==> src/rtl/sccb_pkg.sv <==
// Shared SCCB master definitions: register map, FSM states and quarter-phase encoding.
package sccb_pkg;

   localparam logic [2:0] REG_CONTROL           = 3'd0;
   localparam logic [2:0] REG_SLAVE_ADDRESS     = 3'd1;
   localparam logic [2:0] REG_SLAVE_REG_ADDRESS = 3'd2;
   localparam logic [2:0] REG_SLAVE_DATA_1      = 3'd3;
   localparam logic [2:0] REG_SLAVE_DATA_2      = 3'd4;

   typedef enum logic [2:0] {
      ST_IDLE,
      ST_START,
      ST_SHIFT,
      ST_ACK,
      ST_STOP,
      ST_DONE
   } sccb_state_e;

   typedef enum logic [1:0] {
      QTR_0,
      QTR_1,
      QTR_2,
      QTR_3
   } sccb_qtr_e;

   // SCL is high during the middle two quarters of every bit and ACK slot.
   function automatic logic scl_level(input sccb_qtr_e qtr);
      return (qtr == QTR_1) || (qtr == QTR_2);
   endfunction

endpackage

==> src/rtl/sccb_tick_gen.sv <==
// Quarter-period tick: one-clk pulse every CLK_DIV enabled cycles; restart_i zeroes the count.
// No backpressure; the pulse is suppressed in the restart cycle.
module sccb_tick_gen #(
   parameter int unsigned CLK_DIV = 250
) (
   input  logic clk,
   input  logic reset_n,
   input  logic en_i,
   input  logic restart_i,
   output logic tick_o
);

   localparam logic [15:0] LAST = 16'(CLK_DIV - 1);

   logic [15:0] cnt_q;
   logic [15:0] cnt_d;

   assign tick_o = en_i && !restart_i && (cnt_q == LAST);

   always_comb begin
      cnt_d = cnt_q;
      if (restart_i) begin
         cnt_d = '0;
      end else if (en_i) begin
         cnt_d = (cnt_q == LAST) ? '0 : cnt_q + 16'd1;
      end
   end

   always_ff @(posedge clk or negedge reset_n) begin
      if (!reset_n) begin
         cnt_q <= '0;
      end else begin
         cnt_q <= cnt_d;
      end
   end

endmodule

==> src/rtl/sccb_master.sv <==
// Write-only SCCB master: 3/4-byte register write; ready drops the clk after the start write.
// Define SCCB_ACK_CHECK_EN to end a transfer early (success_out=0) on a slave NACK.
module sccb_master #(
   parameter int unsigned CLK_DIV = 250
) (
   input  logic       clk,
   input  logic       reset_n,
   input  logic [2:0] address,
   input  logic [7:0] writedata,
   input  logic       write,
   output logic       ready,
   output logic       success_out,
   output logic       scl_out,
   output logic       sda,
   output logic       sda_oe,
   input  logic       sda_in
);

   import sccb_pkg::*;

   logic [7:0]  slave_addr_q;
   logic [7:0]  reg_addr_q;
   logic [7:0]  data1_q;
   logic [7:0]  data2_q;
   logic        two_byte_q;

   sccb_state_e state_q, state_d;
   sccb_qtr_e   qtr_q, qtr_d;
   logic [2:0]  bit_q, bit_d;
   logic [1:0]  byte_q, byte_d;
   logic        ack_ok_q, ack_ok_d;
   logic        success_q, success_d;

   logic        tick;
   logic        start_req;
   logic        nack_sampled;
   logic [7:0]  cur_byte;
   logic [1:0]  last_byte;

   assign ready       = (state_q == ST_IDLE);
   assign success_out = success_q;
   assign start_req   = ready && write && (address == REG_CONTROL) && writedata[0];
   assign last_byte   = two_byte_q ? 2'd3 : 2'd2;

`ifdef SCCB_ACK_CHECK_EN
   assign nack_sampled = sda_in;
`else
   logic unused_sda_in;
   assign unused_sda_in = sda_in;
   assign nack_sampled  = 1'b0;
`endif

   sccb_tick_gen #(
      .CLK_DIV   (CLK_DIV)
   ) u_tick_gen (
      .clk       (clk),
      .reset_n   (reset_n),
      .en_i      (state_q != ST_IDLE),
      .restart_i (start_req),
      .tick_o    (tick)
   );

   always_comb begin
      unique case (byte_q)
         2'd0:    cur_byte = {slave_addr_q[7:1], 1'b0};
         2'd1:    cur_byte = reg_addr_q;
         2'd2:    cur_byte = data1_q;
         default: cur_byte = data2_q;
      endcase
   end

   always_ff @(posedge clk or negedge reset_n) begin
      if (!reset_n) begin
         slave_addr_q <= '0;
         reg_addr_q   <= '0;
         data1_q      <= '0;
         data2_q      <= '0;
         two_byte_q   <= 1'b0;
      end else if (write && ready) begin
         case (address)
            REG_CONTROL:           two_byte_q   <= writedata[1];
            REG_SLAVE_ADDRESS:     slave_addr_q <= writedata;
            REG_SLAVE_REG_ADDRESS: reg_addr_q   <= writedata;
            REG_SLAVE_DATA_1:      data1_q      <= writedata;
            REG_SLAVE_DATA_2:      data2_q      <= writedata;
            default: ;
         endcase
      end
   end

   always_comb begin
      state_d   = state_q;
      qtr_d     = qtr_q;
      bit_d     = bit_q;
      byte_d    = byte_q;
      ack_ok_d  = ack_ok_q;
      success_d = success_q;
      scl_out   = 1'b1;
      sda       = 1'b1;
      sda_oe    = 1'b1;
      unique case (state_q)
         ST_IDLE: begin
            if (start_req) begin
               state_d  = ST_START;
               qtr_d    = QTR_0;
               bit_d    = 3'd7;
               byte_d   = 2'd0;
               ack_ok_d = 1'b1;
            end
         end
         ST_START: begin
            sda = 1'b0;
            if (tick) begin
               state_d = ST_SHIFT;
               qtr_d   = QTR_0;
            end
         end
         ST_SHIFT: begin
            scl_out = scl_level(qtr_q);
            sda     = cur_byte[bit_q];
            if (tick) begin
               qtr_d = sccb_qtr_e'(qtr_q + 2'd1);
               // bit index wraps 0 -> 7, ready for the next byte
               if (qtr_q == QTR_3) begin
                  bit_d = bit_q - 3'd1;
                  if (bit_q == 3'd0) begin
                     state_d = ST_ACK;
                  end
               end
            end
         end
         ST_ACK: begin
            scl_out = scl_level(qtr_q);
            sda_oe  = 1'b0;
            if (tick) begin
               qtr_d = sccb_qtr_e'(qtr_q + 2'd1);
               if ((qtr_q == QTR_1) && nack_sampled) begin
                  ack_ok_d = 1'b0;
               end
               if (qtr_q == QTR_3) begin
                  if ((byte_q == last_byte) || !ack_ok_q) begin
                     state_d = ST_STOP;
                  end else begin
                     state_d = ST_SHIFT;
                     byte_d  = byte_q + 2'd1;
                  end
               end
            end
         end
         ST_STOP: begin
            scl_out = (qtr_q != QTR_0);
            sda     = (qtr_q == QTR_2);
            if (tick) begin
               qtr_d = sccb_qtr_e'(qtr_q + 2'd1);
               if (qtr_q == QTR_2) begin
                  state_d = ST_DONE;
               end
            end
         end
         ST_DONE: begin
            state_d   = ST_IDLE;
            success_d = ack_ok_q;
         end
         default: state_d = ST_IDLE;
      endcase
   end

   always_ff @(posedge clk or negedge reset_n) begin
      if (!reset_n) begin
         state_q   <= ST_IDLE;
         qtr_q     <= QTR_0;
         bit_q     <= 3'd0;
         byte_q    <= 2'd0;
         ack_ok_q  <= 1'b0;
         success_q <= 1'b0;
      end else begin
         state_q   <= state_d;
         qtr_q     <= qtr_d;
         bit_q     <= bit_d;
         byte_q    <= byte_d;
         ack_ok_q  <= ack_ok_d;
         success_q <= success_d;
      end
   end

endmodule

==> config.mk <==
export PLATFORM = sky130hd
export DESIGN_NAME = sccb_master
export DESIGN_NICKNAME = d
export VERILOG_FILES = /design/src/rtl/sccb_pkg.sv /design/src/rtl/sccb_tick_gen.sv /design/src/rtl/sccb_master.sv
export SDC_FILE = /design/constraint.sdc
export NUM_CORES = 1
export LEC_CHECK = 0
export CELL_PAD_IN_SITES_DETAIL_PLACEMENT = 0
export CELL_PAD_IN_SITES_GLOBAL_PLACEMENT = 1
export CORE_UTILIZATION = 30
export CTS_CLUSTER_DIAMETER = 200
export DETAILED_ROUTE_END_ITERATION = 8
export GPL_ROUTABILITY_DRIVEN = 0
export PLACE_DENSITY_LB_ADDON = 0.12
export SLEW_MARGIN = 20
export SYNTH_ARGS = -nofsm -noshare
export SYNTH_HDL_FRONTEND = slang
export SYNTH_SLANG_ARGS = --single-unit
export TNS_END_PERCENT = 1
==> constraint.sdc <==
create_clock -name clk -period 4.32 [get_ports clk]
set_input_delay 0.432 -clock clk [delete_from_list [all_inputs] [get_ports clk]]
set_output_delay 0.432 -clock clk [all_outputs]
set_load 0.02 [all_outputs]
==> summary.txt, run 1 <==
Critical path
  – Crit path kind: register to output port
  – CP Launch Type: register
  – Endpoint class of the critical path: output port
  – CP max stage cell: clkdlybuf4s50_1
  – Flop-to-flop setup slack: between 1500 and 2000 ps
  – Critical-path cell list: inv_1 -> ha_1 -> a222oi_1 -> mux2i_1 -> mux4_2 -> o221ai_1 -> o311ai_0 -> clkdlybuf4s50_1
  – Slowest Stage Delay on Critical Path: 580 ps
  – Reg2reg end: reg_addr_q[5]
  – CP Depth: 8
  – Data required, critical path: 3890 ps
  – Setup crit end: sda
  – R2R Path Start: state_q[0]
  – CP top delay family: compound AO/OA/AOI/OAI gates
  – Critical path peak fanout: 8
  – CP startpoint: byte_q[0]
  – CP arrival: 3190 ps
  – Worst path bufs/invs: 2
  – Cell count of the worst reg-to-reg path: 5

GRT
  – Met2 Track Usage GR: 25.0%
  – Initial antenna violation count: 0
  – Vias in the first global route: around 2500
  – Met1 Track Usage GR: 20.0%
  – First-pass GRT wire length: 13400 µm
  – M3 GR Usage: 3.47%
  – Largest net degree at the start of global routing: 43
  – Gr busiest metal: met2
  – Gr usage total: between 10% and 20%
  – GR Overflow Total: 0

Power and ir drop
  – Reg power frac: 46.2%
  – Switching part of the total power: 24.4%
  – Pint: 0.00114 W
  – NetSw: 0.000367 W
  – Clk pwr share: 42.3%
  – Comb pwr share: 11.5%
  – Leak: 1.60 nW
  – Pwr per Cell Area: 394 nW/µm²
  – Tot Pwr: 0.00150 W
  – Maximum VDD drop: 0.124 mV

Place
  – Port Buffers: 18
  – Post-DP Area: between 3000 and 4000 µm²
  – Final HPWL from detailed placement: 5410 µm

Clock network
  – H-tree lvl count: 3
  – Clock latency on the worst-skew pair: between 300 and 400 ps
  – Hold Buf Count CTS: 0
  – Clk buf depth: 2
  – Setup bufs post-CTS: 0
  – CTS tree: done
  – Post-cts sizing count: 0
  – Root Buffer Master: clkbuf_8
  – Sink Count: 60
  – CTS Buf Count: 9
  – Worst-path clk slew: 70 ps

Floorplan
  – Initial Utilization: 31.4%
  – Die Wd: 107 µm
  – Die H: 107 µm
  – Core box area: 10500 µm²
  – I/O Pins: 20
  – Die area: roughly 11000 µm²
  – Row Count: 37

Timing
  – Fmax: 0.276 GHz
  – WHS: 69.7 ps
  – Final Hold Viols: 0
  – Worst slew margin: 60.2%
  – Slew @ Worst Pin: 596 ps
  – RSZ-0062 raised after global routing: false
  – TNS Setup: 0 ps
  – Tmin final: 3620 ps
  – Final period utilization: about 84%
  – Final setup violation count: 0
  – Clock skew: 7.50 ps
  – Pins Over Slew Limit: 0

Final layout
  – ANT cells: 0
  – Area Growth Syn to Fin: 16.1%
  – Fill cells: ~1100
  – Share of layout cells above drive strength 1: 20.1%
  – Fin area: 3820 µm²
  – Core Util, Final: 36.5%
  – Final net count: 346

Flow run
  – Max Cap Viol: 0

Logic synthesis
  – Synth unique cells: 56
  – Post-synth EDFFs: 0
  – Fraction of registers with async set/reset: 100%
  – Post-Synth XOR/XNOR Area: 3.73%
  – Main synth FF type: dfrtp_1
  – Ys Warns: 0
  – Compound-Gate Fraction of Synth Area: 11.2%
  – Synthesized Nets: 330
  – Post-synthesis adder-cell area fraction: 4.19%
  – Gate Count Post-Synth: 304
  – Synth Register Bits: 60
  – Largest family of logic cells by synthesized area: simple AND/OR/NAND/NOR gates
  – Syn avg cell area: 10.8 µm²
  – Multiplexer share of the synthesized area: 14.6%
  – Sequential element share of the synthesized area: 45.7%
  – Syn Std Cell Area: 3290 µm²
  – Post-Synth Simple-Gate Area: 16.6%

Routing
  – TritonRoute pass-1 iters: 4
  – Post-DRT Antenna Nets: 0
  – Vias/cell: ~5.1
  – Drt initial violations: between 100 and 150
  – Drt wl/cell: 16.9 µm
  – DR vias: roughly 2400
  – Routed WL: slightly below 8000 µm
  – DRC violation count after routing: 0

Worst hold path
  – Hold crit path type: input pin to asynchronous set/reset pin

Outcome
  – Outcome: finished, final reports clean
-- layout by cell type, fill, tap and decap left out, types with 2 or more instances in the layout --
master	instances
a31o_2	2
o21a_1	2
a221oi_1	2
a31oi_1	4
a21oi_1	17
or3_1	2
buf_4	2
mux4_2	2
dfrtp_1	60
xor2_1	4
clkinv_2	2
o21ai_0	4
mux2i_1	4
nor3_1	9
ha_1	11
nand3_1	7
a22oi_1	5
a222oi_1	2
nand4_1	7
clkbuf_8	10
mux2_2	35
nor3b_1	2
a211oi_1	2
nand2_1	19
nor2_1	22
xnor2_1	10
inv_1	16
nor4bb_1	3
and4_1	3
and3_1	4
bufinv_16	3
a32o_1	3
nor2b_1	4
clkdlybuf4s50_1	17
-- cells in the mapped netlist, types with 4 or more instances --
library cell | count | share of area, %
o21ai_0 | 4 | 0.61
nor2b_1 | 4 | 0.76
ha_1 | 11 | 4.2
xor2_1 | 4 | 1.1
nor2_1 | 22 | 2.5
dfrtp_1 | 60 | 46
clkbuf_1 | 10 | 1.1
and3_1 | 4 | 0.76
inv_1 | 16 | 1.8
a22oi_1 | 5 | 1.1
xnor2_1 | 10 | 2.7
nand3_1 | 7 | 1.1
mux2i_1 | 4 | 1.2
a21oi_1 | 17 | 2.6
nor3_1 | 9 | 1.4
mux2_2 | 35 | 12
a31oi_1 | 4 | 0.76
nand4_1 | 7 | 1.3
nand2_1 | 19 | 2.2
-- worst min path at each step --
stage	from	endpoint	cells after the start
after floorplan	reset_n	ack_ok_q	0
after global placement	success_out	success_out	1
after detailed placement	data2_q[6]	data2_q[6]	1
after CTS	reset_n	data2_q[5]	1
after global routing	reset_n	data2_q[5]	1
final	reset_n	data2_q[5]	1
-- cells by family (layout without fill, tap and decap cells) --
family | count (synthesis) | count (layout)
and+or+nand+nor | 95 | 95
DFF | 60 | 60
AOI/OAI and AO/OA | 52 | 52
muxes | 41 | 41
buffers and inverters | 31 | 51
xor gates and xnor gates | 14 | 14
adders and majority gates | 11 | 11
-- area by class of cell --
type	instances	area (µm²)	area share (%)
multi-input cells	213	1650	43.3
clock inverters	5	100	2.62
clock buffers	10	138	3.61
flip-flops and latches	60	1500	39.3
inverters	17	68.8	1.80
well taps	136	170	4.46
repair buffers	19	185	4.85
-- metrics by stage --
step           setup WS, ps  instances
2_1_floorplan          1700        304
3_3_place_gp           1060        445
3_5_place_dp           1020        445
4_1_cts                 641        460
5_1_grt                 471        460
6_report                703        460
-- power groups by stage --
stage          Clock [W]  Combinational (W)  Sequential (W)
3_5_place_dp           0           0.000177        0.000707
2_1_floorplan          0           0.000128        0.000683
3_3_place_gp           0           0.000175        0.000705
6_report        0.000635           0.000173        0.000695
4_1_cts         0.000651           0.000178        0.000696
5_1_grt         0.000678           0.000195        0.000706
-- registers in the layout, indices dropped and copies added (netlist names) --
signal,flops
data2_q,8
byte_q,2
qtr_q,2
two_byte_q,1
u_tick_gen.cnt_q,16
success_out,1
state_q,3
ack_ok_q,1
data1_q,8
slave_addr_q,7
reg_addr_q,8
bit_q,3
-- routing by layer --
layer | vias to the layer above | part of all wire (%)
met2 | 25 | 48
met1 | 1181 | 48
met5 | - | 0
met3 | 9 | 3.2
li1 | 1136 | -
met4 | 0 | 1.3
No activity file was read; power rests on OpenSTA's default activity.
==> run 2: changes to the inputs <==
==> constraint.sdc (replaced) <==
create_clock -name clk -period 3.7 [get_ports clk]
set_input_delay 0.37 -clock clk [delete_from_list [all_inputs] [get_ports clk]]
set_output_delay 0.37 -clock clk [all_outputs]
set_load 0.02 [all_outputs]
==> run 2 against run 1 <==
- critical path depth unchanged
- combinational power rose by 17%
- critical endpoint unchanged
- non-clock buffer count increased by 2
- clock skew rose by 1.5 ps
- register-to-register slack lost 620 ps
- utilization shrank 0.31 points
- die area unchanged
- cell count up 0.22%
- clock power shrank 6.8%
- via count about the same
==> summary.txt, run 2 (same netlist as run 1, synthesis figures left out) <==
Floorplan
  – Initial Utilization: 31.4%
  – Row Count: 37
  – Die area: 11400 µm²
  – Die Wd: approximately 110 µm
  – Core box area: 10500 µm²
  – I/O Pins: 20
  – Die H: 107 µm

Final layout
  – Number of flip-flops in the largest register: 16
  – Share of layout cells above drive strength 1: 20.0%
  – Final net count: roughly 350
  – Most frequent cells in the layout: dfrtp_1, mux2_2, nor2_1
  – Commonest non-fill, non-tap cell in the layout: dfrtp_1
  – Most flops, register: u_tick_gen.cnt_q
  – Fin cells: between 400 and 500
  – Area Growth Syn to Fin: 15.1%
  – ANT cells: 0

GRT
  – First-pass GRT wire length: 13000 µm
  – Vias in the first global route: roughly 2400
  – GR Overflow Total: 0
  – Initial antenna violation count: 0
  – Largest net degree at the start of global routing: 32
  – Gr usage total: ~15%

Routing
  – DRC violation count after routing: 0
  – Post-DRT Antenna Nets: 0
  – Drt wl/cell: about 17 µm
  – TritonRoute pass-1 iters: 4
  – Drt initial violations: 122
  – Routed WL: 7660 µm
  – Vias/cell: 5.10
  – DR vias: 2353

Power and ir drop
  – Maximum VDD drop: about 0.16 mV
  – Tot Pwr: 0.00161 W
  – NetSw: 0.000400 W
  – Leak: 1.58 nW
  – Comb pwr share: 12.6%
  – Pint: roughly 0.0012 W
  – Clk pwr share: 36.8%
  – Pwr per Cell Area: 425 nW/µm²
  – Reg power frac: about half
  – Switching part of the total power: 24.9%

Timing
  – Slew @ Worst Pin: 713 ps
  – RSZ-0062 raised after global routing: false
  – TNS Setup: 0 ps
  – Fmax: 0.309 GHz
  – Tmin final: 3240 ps
  – Worst setup margin: 463 ps
  – Clock skew: 8.97 ps
  – Final Hold Viols: 0
  – Pins Over Slew Limit: 0
  – Final setup violation count: 0
  – Worst slew margin: 52.5%
  – Final period utilization: 87.5%

Critical path
  – R2R Path Start: state_q[0]
  – Crit path kind: register to output port
  – Critical-path cell list: inv_1 -> ha_1 -> a222oi_1 -> mux2i_1 -> mux4_2 -> o221ai_1 -> o311ai_0 -> dlymetal6s2s_1
  – Data required, critical path: 3330 ps
  – CP arrival: around 2900 ps
  – Critical path peak fanout: 8
  – Reg2reg end: data2_q[5]
  – Worst path bufs/invs: 2
  – CP Launch Type: register
  – Endpoint class of the critical path: output port
  – CP top delay family: compound AO/OA/AOI/OAI gates
  – CP max stage cell: mux4_2
  – Slowest Stage Delay on Critical Path: 480 ps
  – Flop-to-flop setup slack: 1250 ps
  – Cell count of the worst reg-to-reg path: 4

Flow run
  – Max Cap Viol: 0

Clock network
  – Sink Count: 60
  – CTS tree: done
  – Root Buffer Master: clkbuf_8
  – Clk buf depth: 2
  – CTS Buf Count: 9
  – H-tree lvl count: 3
  – Worst-path clk slew: roughly 70 ps
  – Clock latency on the worst-skew pair: 340 ps

Place
  – Final HPWL from detailed placement: about 5400 µm
  – DP Cell Count: 447
  – Port Buffers: 18
  – Post-place setup slack: 449 ps

Worst hold path
  – Hold crit path type: input pin to asynchronous set/reset pin

Outcome
  – Outcome: finished, final reports clean
[run 2: cell type report]
cell class,instances,area [µm²]
Inverter,17,68.8
Fill cell,1075,6680
Multi-Input combinational cell,213,1650
Clock inverter,2,35.0
Sequential cell,60,1500
Tap cell,136,170
Timing Repair Buffer,21,200
Clock buffer,12,155
[run 2: metal layers]
layer,global-route usage (%),vias up,part of all wire [%]
met4,6.65,0,1.8
met5,0,-,0
li1,-,1136,-
met2,24.0,39,48
met1,19.2,1169,47
met3,3.53,9,3.2
[run 2: timing repair]
action                                  CTS  global route
setup buffers                             0             0
hold buffers                              0             0
resized for setup                         0             1
endpoints found under the setup margin    0             1
[run 2: worst max path at each step]
stage                    from   to  slack (ps)  cells past startpoint
finish              byte_q[0]  sda         460                      8
global route        byte_q[0]  sda         180                      8
CTS                 byte_q[0]  sda          50                      8
global placement    byte_q[0]  sda         510                      8
floorplan           byte_q[0]  sda        1140                      8
detailed placement  byte_q[0]  sda         450                      8
[run 2: through the flow]
stage | instance area [µm²] | hold slack (ps) | utilization [%]
2_1_floorplan | 3290 | 74.4 | -
3_3_place_gp | 3590 | 455 | 34.3
3_5_place_dp | 3590 | 467 | 34.3
4_1_cts | 3780 | 95.3 | 36.1
5_1_grt | 3780 | 126 | 36.2
6_report | 3780 | 71.6 | 36.2
[run 2: power by group through the flow]
stage               combinational [W]  clock (W)  sequential (W)
finish                       0.000202   0.000592        0.000812
global placement             0.000202          0        0.000825
floorplan                    0.000149          0        0.000798
detailed placement           0.000207          0        0.000826
CTS                          0.000208   0.000620        0.000815
global route                 0.000228   0.000647        0.000826
